`src/rtl/sdram_init_seq_if.sv`:
```
// rtl/sdram_init_seq_if.sv - init sequencer to controller command mux bundle
interface sdram_init_seq_if #(
   parameter int ADDR_W = 13,
   parameter int BA_W   = 2
) ();
   logic              reinit_req;
   logic [3:0]        init_cmd;
   logic [BA_W-1:0]   init_bank_addr;
   logic [ADDR_W-1:0] init_addr;
   logic              init_end;
   logic              init_busy;

   modport master (
      input  reinit_req,
      output init_cmd, init_bank_addr, init_addr, init_end, init_busy
   );

   modport slave (
      output reinit_req,
      input  init_cmd, init_bank_addr, init_addr, init_end, init_busy
   );
endinterface

```
`src/rtl/sdram_init_seq.sv`:
```
// rtl/sdram_init_seq.sv - SDRAM power-up init sequencer (PRE, AREF x N, MRS)
// Define SDRAM_EMRS_EN to append an extended mode-register set before INIT_END.
module sdram_init_seq #(
   parameter int                ADDR_W      = 13,
   parameter int                BA_W        = 2,
   parameter int                CNT_POWERUP = 19999,
   parameter int                T_RP        = 2,
   parameter int                T_RFC       = 7,
   parameter int                T_MRD       = 3,
   parameter int                AREF_NUM    = 8,
   parameter logic [2:0]        CAS_LAT     = 3'd3,
   parameter logic              BURST_TYPE  = 1'b0,
   parameter logic [2:0]        BURST_LEN   = 3'b111,
   parameter logic              WR_BURST    = 1'b0,
   parameter logic [ADDR_W-1:0] EMRS_VAL    = '0
) (
   input logic               clk,
   input logic               rst_n,
   sdram_init_seq_if.master  bus
);
   localparam int T_MAX  = (T_RP > T_RFC) ? ((T_RP > T_MRD) ? T_RP : T_MRD)
                                          : ((T_RFC > T_MRD) ? T_RFC : T_MRD);
   localparam int CLK_W  = (T_MAX < 1) ? 1 : $clog2(T_MAX + 1);
   localparam int PWR_W  = (CNT_POWERUP < 1) ? 1 : $clog2(CNT_POWERUP + 1);
   localparam int AREF_W = $clog2(AREF_NUM + 1);

   localparam logic [3:0] CMD_NOP  = 4'b1000;
   localparam logic [3:0] CMD_PRE  = 4'b0010;
   localparam logic [3:0] CMD_AREF = 4'b0001;
   localparam logic [3:0] CMD_MRS  = 4'b0000;

   localparam logic [ADDR_W-1:0] MODE_WORD =
      ADDR_W'({WR_BURST, 2'b00, CAS_LAT, BURST_TYPE, BURST_LEN});

`ifdef SDRAM_EMRS_EN
   localparam int NS = 10;
`else
   localparam int NS = 8;
   logic unused_emrs;
   assign unused_emrs = ^EMRS_VAL;
`endif

   typedef enum logic [NS-1:0] {
      IDLE      = NS'(1),
      PRE_CHARG = NS'(2),
      WAIT_TRP  = NS'(4),
      AUTO_REF  = NS'(8),
      WAIT_TRFC = NS'(16),
      MOD_REG   = NS'(32),
      WAIT_TMRD = NS'(64),
      INIT_END  = NS'(128)
`ifdef SDRAM_EMRS_EN
      , EXT_MOD    = NS'(256),
      WAIT_TEMRD   = NS'(512)
`endif
   } state_t;

   state_t              state_q, state_d;
   logic [PWR_W-1:0]    cnt_pwr_q, cnt_pwr_d;
   logic [CLK_W-1:0]    cnt_clk_q, cnt_clk_d;
   logic [AREF_W-1:0]   aref_cnt_q, aref_cnt_d;
   logic [3:0]          cmd_q, cmd_d;
   logic [ADDR_W-1:0]   addr_q, addr_d;
   logic [BA_W-1:0]     bank_q, bank_d;

   // Command fields decode the current state; registering them gives the 1-clk bus latency.
   always_comb begin
      state_d    = state_q;
      cnt_pwr_d  = cnt_pwr_q;
      cnt_clk_d  = cnt_clk_q;
      aref_cnt_d = aref_cnt_q;
      cmd_d      = CMD_NOP;
      addr_d     = '1;
      bank_d     = '1;
      case (state_q)
         IDLE: begin
            cnt_clk_d = '0;
            if (cnt_pwr_q == PWR_W'(CNT_POWERUP)) begin
               cnt_pwr_d = '0;
               state_d   = PRE_CHARG;
            end else begin
               cnt_pwr_d = cnt_pwr_q + 1'b1;
            end
         end
         PRE_CHARG: begin
            cmd_d   = CMD_PRE;
            state_d = WAIT_TRP;
         end
         WAIT_TRP: begin
            if (cnt_clk_q == CLK_W'(T_RP)) begin
               cnt_clk_d = '0;
               state_d   = AUTO_REF;
            end else begin
               cnt_clk_d = cnt_clk_q + 1'b1;
            end
         end
         AUTO_REF: begin
            cmd_d   = CMD_AREF;
            state_d = WAIT_TRFC;
         end
         WAIT_TRFC: begin
            if (cnt_clk_q == CLK_W'(T_RFC)) begin
               cnt_clk_d  = '0;
               aref_cnt_d = aref_cnt_q + 1'b1;
               state_d    = (aref_cnt_q == AREF_W'(AREF_NUM - 1)) ? MOD_REG : AUTO_REF;
            end else begin
               cnt_clk_d = cnt_clk_q + 1'b1;
            end
         end
         MOD_REG: begin
            cmd_d   = CMD_MRS;
            bank_d  = '0;
            addr_d  = MODE_WORD;
            state_d = WAIT_TMRD;
         end
         WAIT_TMRD: begin
            if (cnt_clk_q == CLK_W'(T_MRD)) begin
               cnt_clk_d = '0;
`ifdef SDRAM_EMRS_EN
               state_d   = EXT_MOD;
`else
               state_d   = INIT_END;
`endif
            end else begin
               cnt_clk_d = cnt_clk_q + 1'b1;
            end
         end
`ifdef SDRAM_EMRS_EN
         EXT_MOD: begin
            cmd_d   = CMD_MRS;
            bank_d  = BA_W'(2);
            addr_d  = EMRS_VAL;
            state_d = WAIT_TEMRD;
         end
         WAIT_TEMRD: begin
            if (cnt_clk_q == CLK_W'(T_MRD)) begin
               cnt_clk_d = '0;
               state_d   = INIT_END;
            end else begin
               cnt_clk_d = cnt_clk_q + 1'b1;
            end
         end
`endif
         INIT_END: begin
            cnt_clk_d = '0;
            if (bus.reinit_req) begin
               aref_cnt_d = '0;
               state_d    = PRE_CHARG;
            end
         end
         default: begin
            cnt_pwr_d  = '0;
            cnt_clk_d  = '0;
            aref_cnt_d = '0;
            state_d    = IDLE;
         end
      endcase
   end

   always_ff @(posedge clk or negedge rst_n) begin
      if (!rst_n) begin
         state_q    <= IDLE;
         cnt_pwr_q  <= '0;
         cnt_clk_q  <= '0;
         aref_cnt_q <= '0;
         cmd_q      <= CMD_NOP;
         addr_q     <= '1;
         bank_q     <= '1;
      end else begin
         state_q    <= state_d;
         cnt_pwr_q  <= cnt_pwr_d;
         cnt_clk_q  <= cnt_clk_d;
         aref_cnt_q <= aref_cnt_d;
         cmd_q      <= cmd_d;
         addr_q     <= addr_d;
         bank_q     <= bank_d;
      end
   end

   assign bus.init_cmd       = cmd_q;
   assign bus.init_addr      = addr_q;
   assign bus.init_bank_addr = bank_q;
   assign bus.init_end       = (state_q == INIT_END);
   assign bus.init_busy      = (state_q != INIT_END);
endmodule

```
`src/flat_wrapper.sv`:
```
// flat-port wrapper written by rule: the top's interface ports become plain ports
module sdram_init_seq_flat 
#(
   parameter int                ADDR_W      = 13,
   parameter int                BA_W        = 2,
   parameter int                CNT_POWERUP = 19999,
   parameter int                T_RP        = 2,
   parameter int                T_RFC       = 7,
   parameter int                T_MRD       = 3,
   parameter int                AREF_NUM    = 8,
   parameter logic [2:0]        CAS_LAT     = 3'd3,
   parameter logic              BURST_TYPE  = 1'b0,
   parameter logic [2:0]        BURST_LEN   = 3'b111,
   parameter logic              WR_BURST    = 1'b0,
   parameter logic [ADDR_W-1:0] EMRS_VAL    = '0
)
  (clk, rst_n, bus_reinit_req, bus_init_cmd, bus_init_bank_addr, bus_init_addr, bus_init_end, bus_init_busy);
  sdram_init_seq_if #(.ADDR_W(ADDR_W), .BA_W(BA_W)) bus_i ();
  input logic clk;
  input logic rst_n;
  input wire logic [$bits(bus_i.reinit_req)-1:0] bus_reinit_req;
  output wire logic [$bits(bus_i.init_cmd)-1:0] bus_init_cmd;
  output wire logic [$bits(bus_i.init_bank_addr)-1:0] bus_init_bank_addr;
  output wire logic [$bits(bus_i.init_addr)-1:0] bus_init_addr;
  output wire logic [$bits(bus_i.init_end)-1:0] bus_init_end;
  output wire logic [$bits(bus_i.init_busy)-1:0] bus_init_busy;
  assign bus_i.reinit_req = bus_reinit_req;
  assign bus_init_cmd = bus_i.init_cmd;
  assign bus_init_bank_addr = bus_i.init_bank_addr;
  assign bus_init_addr = bus_i.init_addr;
  assign bus_init_end = bus_i.init_end;
  assign bus_init_busy = bus_i.init_busy;
  sdram_init_seq #(.ADDR_W(ADDR_W), .BA_W(BA_W), .CNT_POWERUP(CNT_POWERUP), .T_RP(T_RP), .T_RFC(T_RFC), .T_MRD(T_MRD), .AREF_NUM(AREF_NUM), .CAS_LAT(CAS_LAT), .BURST_TYPE(BURST_TYPE), .BURST_LEN(BURST_LEN), .WR_BURST(WR_BURST), .EMRS_VAL(EMRS_VAL)) u_core (.clk(clk), .rst_n(rst_n), .bus(bus_i));
endmodule
```
`config.mk`:
```
export PLATFORM = sky130hd
export DESIGN_NAME = sdram_init_seq_flat
export DESIGN_NICKNAME = d
export VERILOG_FILES = /design/src/rtl/sdram_init_seq_if.sv /design/src/rtl/sdram_init_seq.sv /design/src/flat_wrapper.sv
export SDC_FILE = /design/constraint.sdc
export NUM_CORES = 1
export LEC_CHECK = 0
export BUFFER_PORTS_ARGS = -buffer_cell sky130_fd_sc_hd__buf_2
export CAP_MARGIN = 30
export CORE_MARGIN = 2
export CORE_UTILIZATION = 60
export CTS_BUF_LIST = sky130_fd_sc_hd__clkbuf_8
export CTS_CLUSTER_SIZE = 10
export DETAILED_ROUTE_END_ITERATION = 10
export PLACE_DENSITY = 0.81
export SLEW_MARGIN = 10
export SYNTH_ARGS = -nofsm -noshare
export SYNTH_HDL_FRONTEND = slang
export SYNTH_SLANG_ARGS = --single-unit
```
`constraint.sdc`:
```
create_clock -name clk -period 2.69 [get_ports clk]
set_input_delay 0.6725 -clock clk [delete_from_list [all_inputs] [get_ports clk]]
set_output_delay 0.6725 -clock clk [all_outputs]
set_load 0.05 [all_outputs]
```
==> flow_summary.toml, run 1 <==
[run_status]
outcome = "completed"

[setup_path]
cp_num_cells = 6
critPathTopFamily = "simple AND/OR/NAND/NOR gates"
cp_cell_sequence = "nor4_2, nand2_1, nor2_1, nand2_1, inv_1, buf_2"
crit_slowest_cell = "dfrtp_1"
rr_startpoint = "u_core.cnt_pwr_q[7]"
path_buf_inv = 2
cp-endpoint = "bus_init_end"
crit_path_start_kind = "flop"
cp_slowest_stage_delay_ps = 490
r2r_end = "u_core.cnt_pwr_q[7]"
worstPathArrival_ps = 1770
r2r_cells = 6
worstSetupEndpointType = "output port"
crit_required_ps = 2020
path_max_fanout = 8
path_class = "flop to output port"
critical_path.startpoint = "u_core.state_q[2]"
worst-r2r-setup-slack_ps = 400
path_common_cell = "nand2_1"

[final_layout]
design_area_mm2 = 0.00223
layout.nets = 248
most-common-layout-cells = "31 x dfrtp_1, 24 x nand2_1, 18 x o21ai_0"
drive_above_1_share_pct = 18.8
area_growth_pct = 3.85
n_antenna_cell = 0
layout_commonest_cell = "dfrtp_1"

[placement]
port_buffers = 17
gp_congestion = 0.869
dpl_cell_area_mm2 = 0.00213
hpwl_um = 2880

[clock_tree]
worst_skew_pair.late_latency_ps = 290
numCtsBuffers = 5
htree_levels = 2
hold_buffers = 0
cts_setup_buffers = 0
tritoncts = "yes"
postCtsResizedCells = 0
clock_path_buffers = 2
cts_sinks = 34
clock-root-buffer = "clkbuf_8"
clk_pin_slew_ps = 70

[sta]
drv_slew = 0
tns_ps = 0
period_needed_ps = 2440
finalHoldViolations = 0
min_period_over_period_pct = 90.7
fmax_mhz = 410
grt_setup_unrepaired = "false"
max_slew_margin_pct = 51.3
setup_viol = 0
clock_skew_ps = 7.96
tightest_slew_ps = 731

[pwr]
cellPowerDensity_mw_per_mm2 = 728
leakage_nw = 1.02
power_w = 0.00162
peakVddDrop_mv = 0.338

[routing]
wl_um = 4090
via_count = 1647
ant_nets = 0
drtIter0Drc = 155
avgRoutedWirePerCell_um = 14.3
firstDrtPassIters = 4
routed_via_density = 5.76
drc_errors = 0

[floorplanning]
pin_count = 24
rows = 21
core_mm2 = 0.00339
die_y_um = 63.8
die_w_um = 63.8
start_util_pct = 63.2
dieArea_mm2 = 0.00407

[logic_synthesis]
synth.distinct_cells = 48
async_flop_share_pct = 100
seq_area_frac_synth_pct = 39.9
ys_warn_count = 0
synth_edf_count = 0
yosysTopAreaCellShare_pct = 36.2
yosysTopAreaCell = "dfrtp_1"
netlist_area_mm2 = 0.00214
synth_seq_cells = 34
ys.flop_type = "dfrtp_1"
postSynthAreaPerCell_um2 = 9.16
synthTopCellsByArea = "dfrtp_1 36%, buf_4 5.3%, o21ai_0 4.2%"
synthCells = 234

[global_routing]
antenna_found_initial = 0
globalRouteTotalUtil_pct = 22.5
grt_pass1_wl_um = 7080
grt_pass1_vias = 1572
gr-total-overflow = 0
grt_start_max_net_pins = 35

[min_path]
hp-class = "input pin to asynchronous set/reset pin"

[job]
max_cap_viol_count = 0
## power by group
group	total [W]	internal, W	switching (W)	leakage (nW)
combinational	0.000597	0.000227	0.000371	0.512
clock	0.000387	0.000203	0.000185	0.0524
sequential	0.000635	0.000566	0.0000688	0.460
## per-layer routing
metal	GRT usage [%]	wire length (µm)	up-vias	part of all wire, %
met5	0	0	-	0
met3	5.99	247	6	6.0
met2	33.7	1830	52	45
met4	9.24	55	0	1.3
met1	31.0	1960	779	48
li1	-	-	810	-
## registers in the layout, summed over array words and instances (netlist names)
register and count:
u_core.bus.init_cmd 3, u_core.bus.init_bank_addr 1, u_core.cnt_clk_q 3, u_core.aref_cnt_q 4, u_core.cnt_pwr_q 15, u_core.state_q 8
## cells in the mapped netlist (2+ instances only)
cell type and number:
nand2_1 24, xor2_1 3, a21oi_1 9, buf_6 2, or4b_4 4, o31ai_1 2, o21ai_0 18, mux2i_1 4
dfstp_2 3, and3_1 3, nor3_1 11, buf_2 3, a21o_1 4, nor3b_1 2, and2_1 2, clkbuf_1 5
and2b_2 2, nand2b_1 5, inv_1 10, or3_1 4, ha_1 6, clkbuf_8 2, nand3_1 13, nor2_1 11
buf_4 15, nor2b_1 4, nor3_2 2, nor4b_1 4, nand4_1 5, nor4_1 3, conb_1 2, dfrtp_1 31
## cell families (layout without fill, tap and decap cells)
group | count (synthesis) | after routing | synth area share [%]
and+or+nand+nor | 107 | 107 | 30.6
AOI/OAI and AO/OA | 40 | 40 | 11.1
buffers and inverters | 37 | 39 | 10.9
DFF | 34 | 34 | 39.9
adders and majority gates | 6 | 6 | 3.50
muxes | 5 | 5 | 2.39
xor gates and xnor gates | 3 | 3 | 1.23
other | 2 | 6 | 0.350
## final cells by class
type	instances	area, µm²
Clock buffer	6	82.6
Clock inverter	2	8.76
Fill cell	245	1160
Inverter	10	37.5
Multi-Input combinational cell	167	1070
Sequential cell	34	855
Tap cell	46	57.6
Timing Repair Buffer	21	115
## worst min path at each step
stage | to | from | slack [ps]
6_report | u_core.cnt_clk_q[1] | rst_n | 430
3_5_place_dp | u_core.aref_cnt_q[3] | u_core.aref_cnt_q[3] | 480
5_1_grt | u_core.cnt_clk_q[0] | rst_n | 510
2_1_floorplan | u_core.aref_cnt_q[0] | rst_n | 380
4_1_cts | u_core.cnt_clk_q[1] | rst_n | 460
3_3_place_gp | u_core.aref_cnt_q[3] | u_core.aref_cnt_q[3] | 480
## per-stage QoR
step	std cells	hold WS [ps]	setup slack, ps	utilization (%)
after floorplan	238	377	129	-
after global placement	278	481	483	63.0
after detailed placement	278	483	435	63.0
after CTS	286	463	242	65.7
after global routing	286	509	106	65.7
final	286	435	251	65.7
(Power assumes the default switching activity.)
==> run 2, diff against run 1 <==
--- a/config.mk
+++ b/config.mk
@@ -5,14 +5,15 @@
 export SDC_FILE = /design/constraint.sdc
 export NUM_CORES = 1
 export LEC_CHECK = 0
+export ABC_AREA = 1
 export BUFFER_PORTS_ARGS = -buffer_cell sky130_fd_sc_hd__buf_2
-export CAP_MARGIN = 30
+export CAP_MARGIN = 20
 export CORE_MARGIN = 2
-export CORE_UTILIZATION = 60
+export CORE_UTILIZATION = 61
 export CTS_BUF_LIST = sky130_fd_sc_hd__clkbuf_8
 export CTS_CLUSTER_SIZE = 10
 export DETAILED_ROUTE_END_ITERATION = 10
-export PLACE_DENSITY = 0.81
+export PLACE_DENSITY = 0.82
 export SLEW_MARGIN = 10
 export SYNTH_ARGS = -nofsm -noshare
 export SYNTH_HDL_FRONTEND = slang
==> run 2 against run 1 <==
  * Core utilization is 3.0 points higher
  * Clock-buffer cell count unchanged
  * Final area rose by 5.3%
  * Wire length rose by 7.3%
  * Power down 43%
  * First-iteration DRC count down 21%
  * Cell count up 25%
  * Clock skew shrank 5.1 ps
  * Critical path type unchanged
  * Largest cell class unchanged
  * Highest routed layer unchanged
==> flow_summary.toml, run 2 <==
[setup_path]
path_max_fanout = 5
crit_path_start_kind = "flop"
path_class = "flop to output port"
crit_required_ps = 2020
worst-r2r-setup-slack_ps = 1000
worstPathArrival_ps = 1480
worstSetupEndpointType = "output port"

[logic_synthesis]
yosysTopAreaCellShare_pct = 34.9
seq_area_frac_synth_pct = 38.4
netlist_area_mm2 = 0.00222
async_flop_share_pct = 100
ys_warn_count = 0
synth_top_family_by_area = "simple AND/OR/NAND/NOR gates"
synthCells = 299
yosysTopAreaCell = "dfrtp_1"
postSynthAreaPerCell_um2 = 7.44
synthTopCellsByArea = "dfrtp_1 35%, nand2_1 14%, nand3_1 7.2%"
synth-simple-area-share_pct = 39.8
synth_common_cells = "82 x nand2_1, 32 x nand3_1, 31 x dfrtp_1, 31 x inv_1, 28 x nor2_1"
ys.flop_type = "dfrtp_1"
synth_seq_cells = 34
synth.distinct_cells = 29
muxShareOfSynthArea_pct = 0
synth_fa_ha_area_share_pct = 3.38
synth-compound-area-share_pct = 4.33
synth_edf_count = 0
synth-xor-area-share_pct = 1.18
synth.most_common_cell = "nand2_1"

[clock_tree]
numCtsBuffers = 5
tritoncts = "yes"
cts_setup_buffers = 0
clock_path_buffers = 2
clock-root-buffer = "clkbuf_8"
hold_buffers = 0
postCtsResizedCells = 0
cts_sinks = 34
worst_skew_pair.late_latency_ps = 290
htree_levels = 2
clk_pin_slew_ps = 70

[final_layout]
most-common-layout-cells = "82 x nand2_1, 32 x inv_1, 32 x nand3_1"
reg_top3 = "u_core.cnt_pwr_q x15, u_core.state_q x8, u_core.aref_cnt_q x4"
layout.nets = 320
largest_reg_flops = 15
layout_commonest_cell = "nand2_1"
n_antenna_cell = 0
design_area_mm2 = 0.00234
area_growth_pct = 5.46
final_util_pct = 68.6
drive_above_1_share_pct = 19.9
fin_cells = 358
regMostFlops = "u_core.cnt_pwr_q"

[floorplanning]
dieArea_mm2 = 0.00414
core_mm2 = 0.00342
die_y_um = 64.4
rows = 21
start_util_pct = 65.1
die_w_um = 64.4
pin_count = 24

[sta]
finalHoldViolations = 0
period_needed_ps = 2150
min_period_over_period_pct = 80.1
drv_slew = 0
tightest_slew_ps = 722
clock_skew_ps = 2.83
grt_setup_unrepaired = "false"
tns_ps = 0
fmax_mhz = 464
setup_viol = 0
max_slew_margin_pct = 51.9

[routing]
via_count = 1874
drtIter0Drc = 123
avgRoutedWirePerCell_um = 12.3
drc_errors = 0
ant_nets = 0
firstDrtPassIters = 4
wl_um = 4390
routed_via_density = 5.23

[pwr]
leakage_nw = 1.23
cellPowerDensity_mw_per_mm2 = 395
power_w = 0.000927
peakVddDrop_mv = 0.295

[placement]
hpwl_um = 3300
port_buffers = 17
placed_cells = 350
dpl_cell_area_mm2 = 0.00225
gp_congestion = 0.909

[min_path]
hp-class = "input pin to asynchronous set/reset pin"

[job]
max_cap_viol_count = 0

[global_routing]
grt_pass1_wl_um = 7850
gr-total-overflow = 0
antenna_found_initial = 0
globalRouteTotalUtil_pct = 24.8
grt_pass1_vias = 1863
grt_start_max_net_pins = 35

[run_status]
outcome = "completed"
run 2: final cells by class:
class                   instances  area [µm²]
repair buffers                 17        85.1
fillers                       310        1070
well taps                      46        57.6
clock inverters                 2        8.76
flip-flops and latches         34         855
inverters                      38         150
multi-input cells             215        1110
clock buffers                   6        82.6
run 2: cells by family after synthesis:
group	after synthesis
AOI/OAI and AO/OA	18
adders and majority gates	6
buffers and inverters	54
and+or+nand+nor	182
DFF	34
other	2
xor gates and xnor gates	3
run 2: power breakdown:
| group | switching, W | internal (W) |
|---|---|---|
| clock network | 0.000184 | 0.000202 |
| registers | 0 | 0.000511 |
| logic | 0.0000275 | 0.00000123 |
| total | 0.000211 | 0.000715 |
run 2: routing by layer:
metal  share of wire (%)  up-vias  GRT usage (%)
li1                    -      945              -
met1                  46      853           32.2
met2                  44       70           37.6
met3                 7.8        6           8.10
met4                 1.4        0           11.7
met5                   0        -              0
run 2: final timing paths:
check                                          start              endpoint  depth (start not counted)
worst max-delay path               u_core.state_q[1]          bus_init_end                          6
worst min-delay path                           rst_n   u_core.cnt_clk_q[0]                          1
worst max register to register   u_core.cnt_pwr_q[0]     u_core.state_q[5]                          7
worst min register to register  u_core.aref_cnt_q[1]  u_core.aref_cnt_q[1]                          2
max in group asynchronous                      rst_n   u_core.cnt_pwr_q[7]                          1
min in group clk                u_core.aref_cnt_q[1]  u_core.aref_cnt_q[1]                          2
run 2: metrics by stage:
| step | setup slack, ps | hold WS (ps) |
|---|---|---|
| 2_1_floorplan | 706 | 377 |
| 3_3_place_gp | 901 | 490 |
| 3_5_place_dp | 866 | 493 |
| 4_1_cts | 542 | 463 |
| 5_1_grt | 460 | 506 |
| 6_report | 536 | 429 |
run 2: critical path, cell delays in order (launching register included):
cell	delay (ps)
dfrtp_1	410
nor2_2	200
nand2_4	110
inv_8	80
nand2_2	60
inv_1	70
buf_2	250
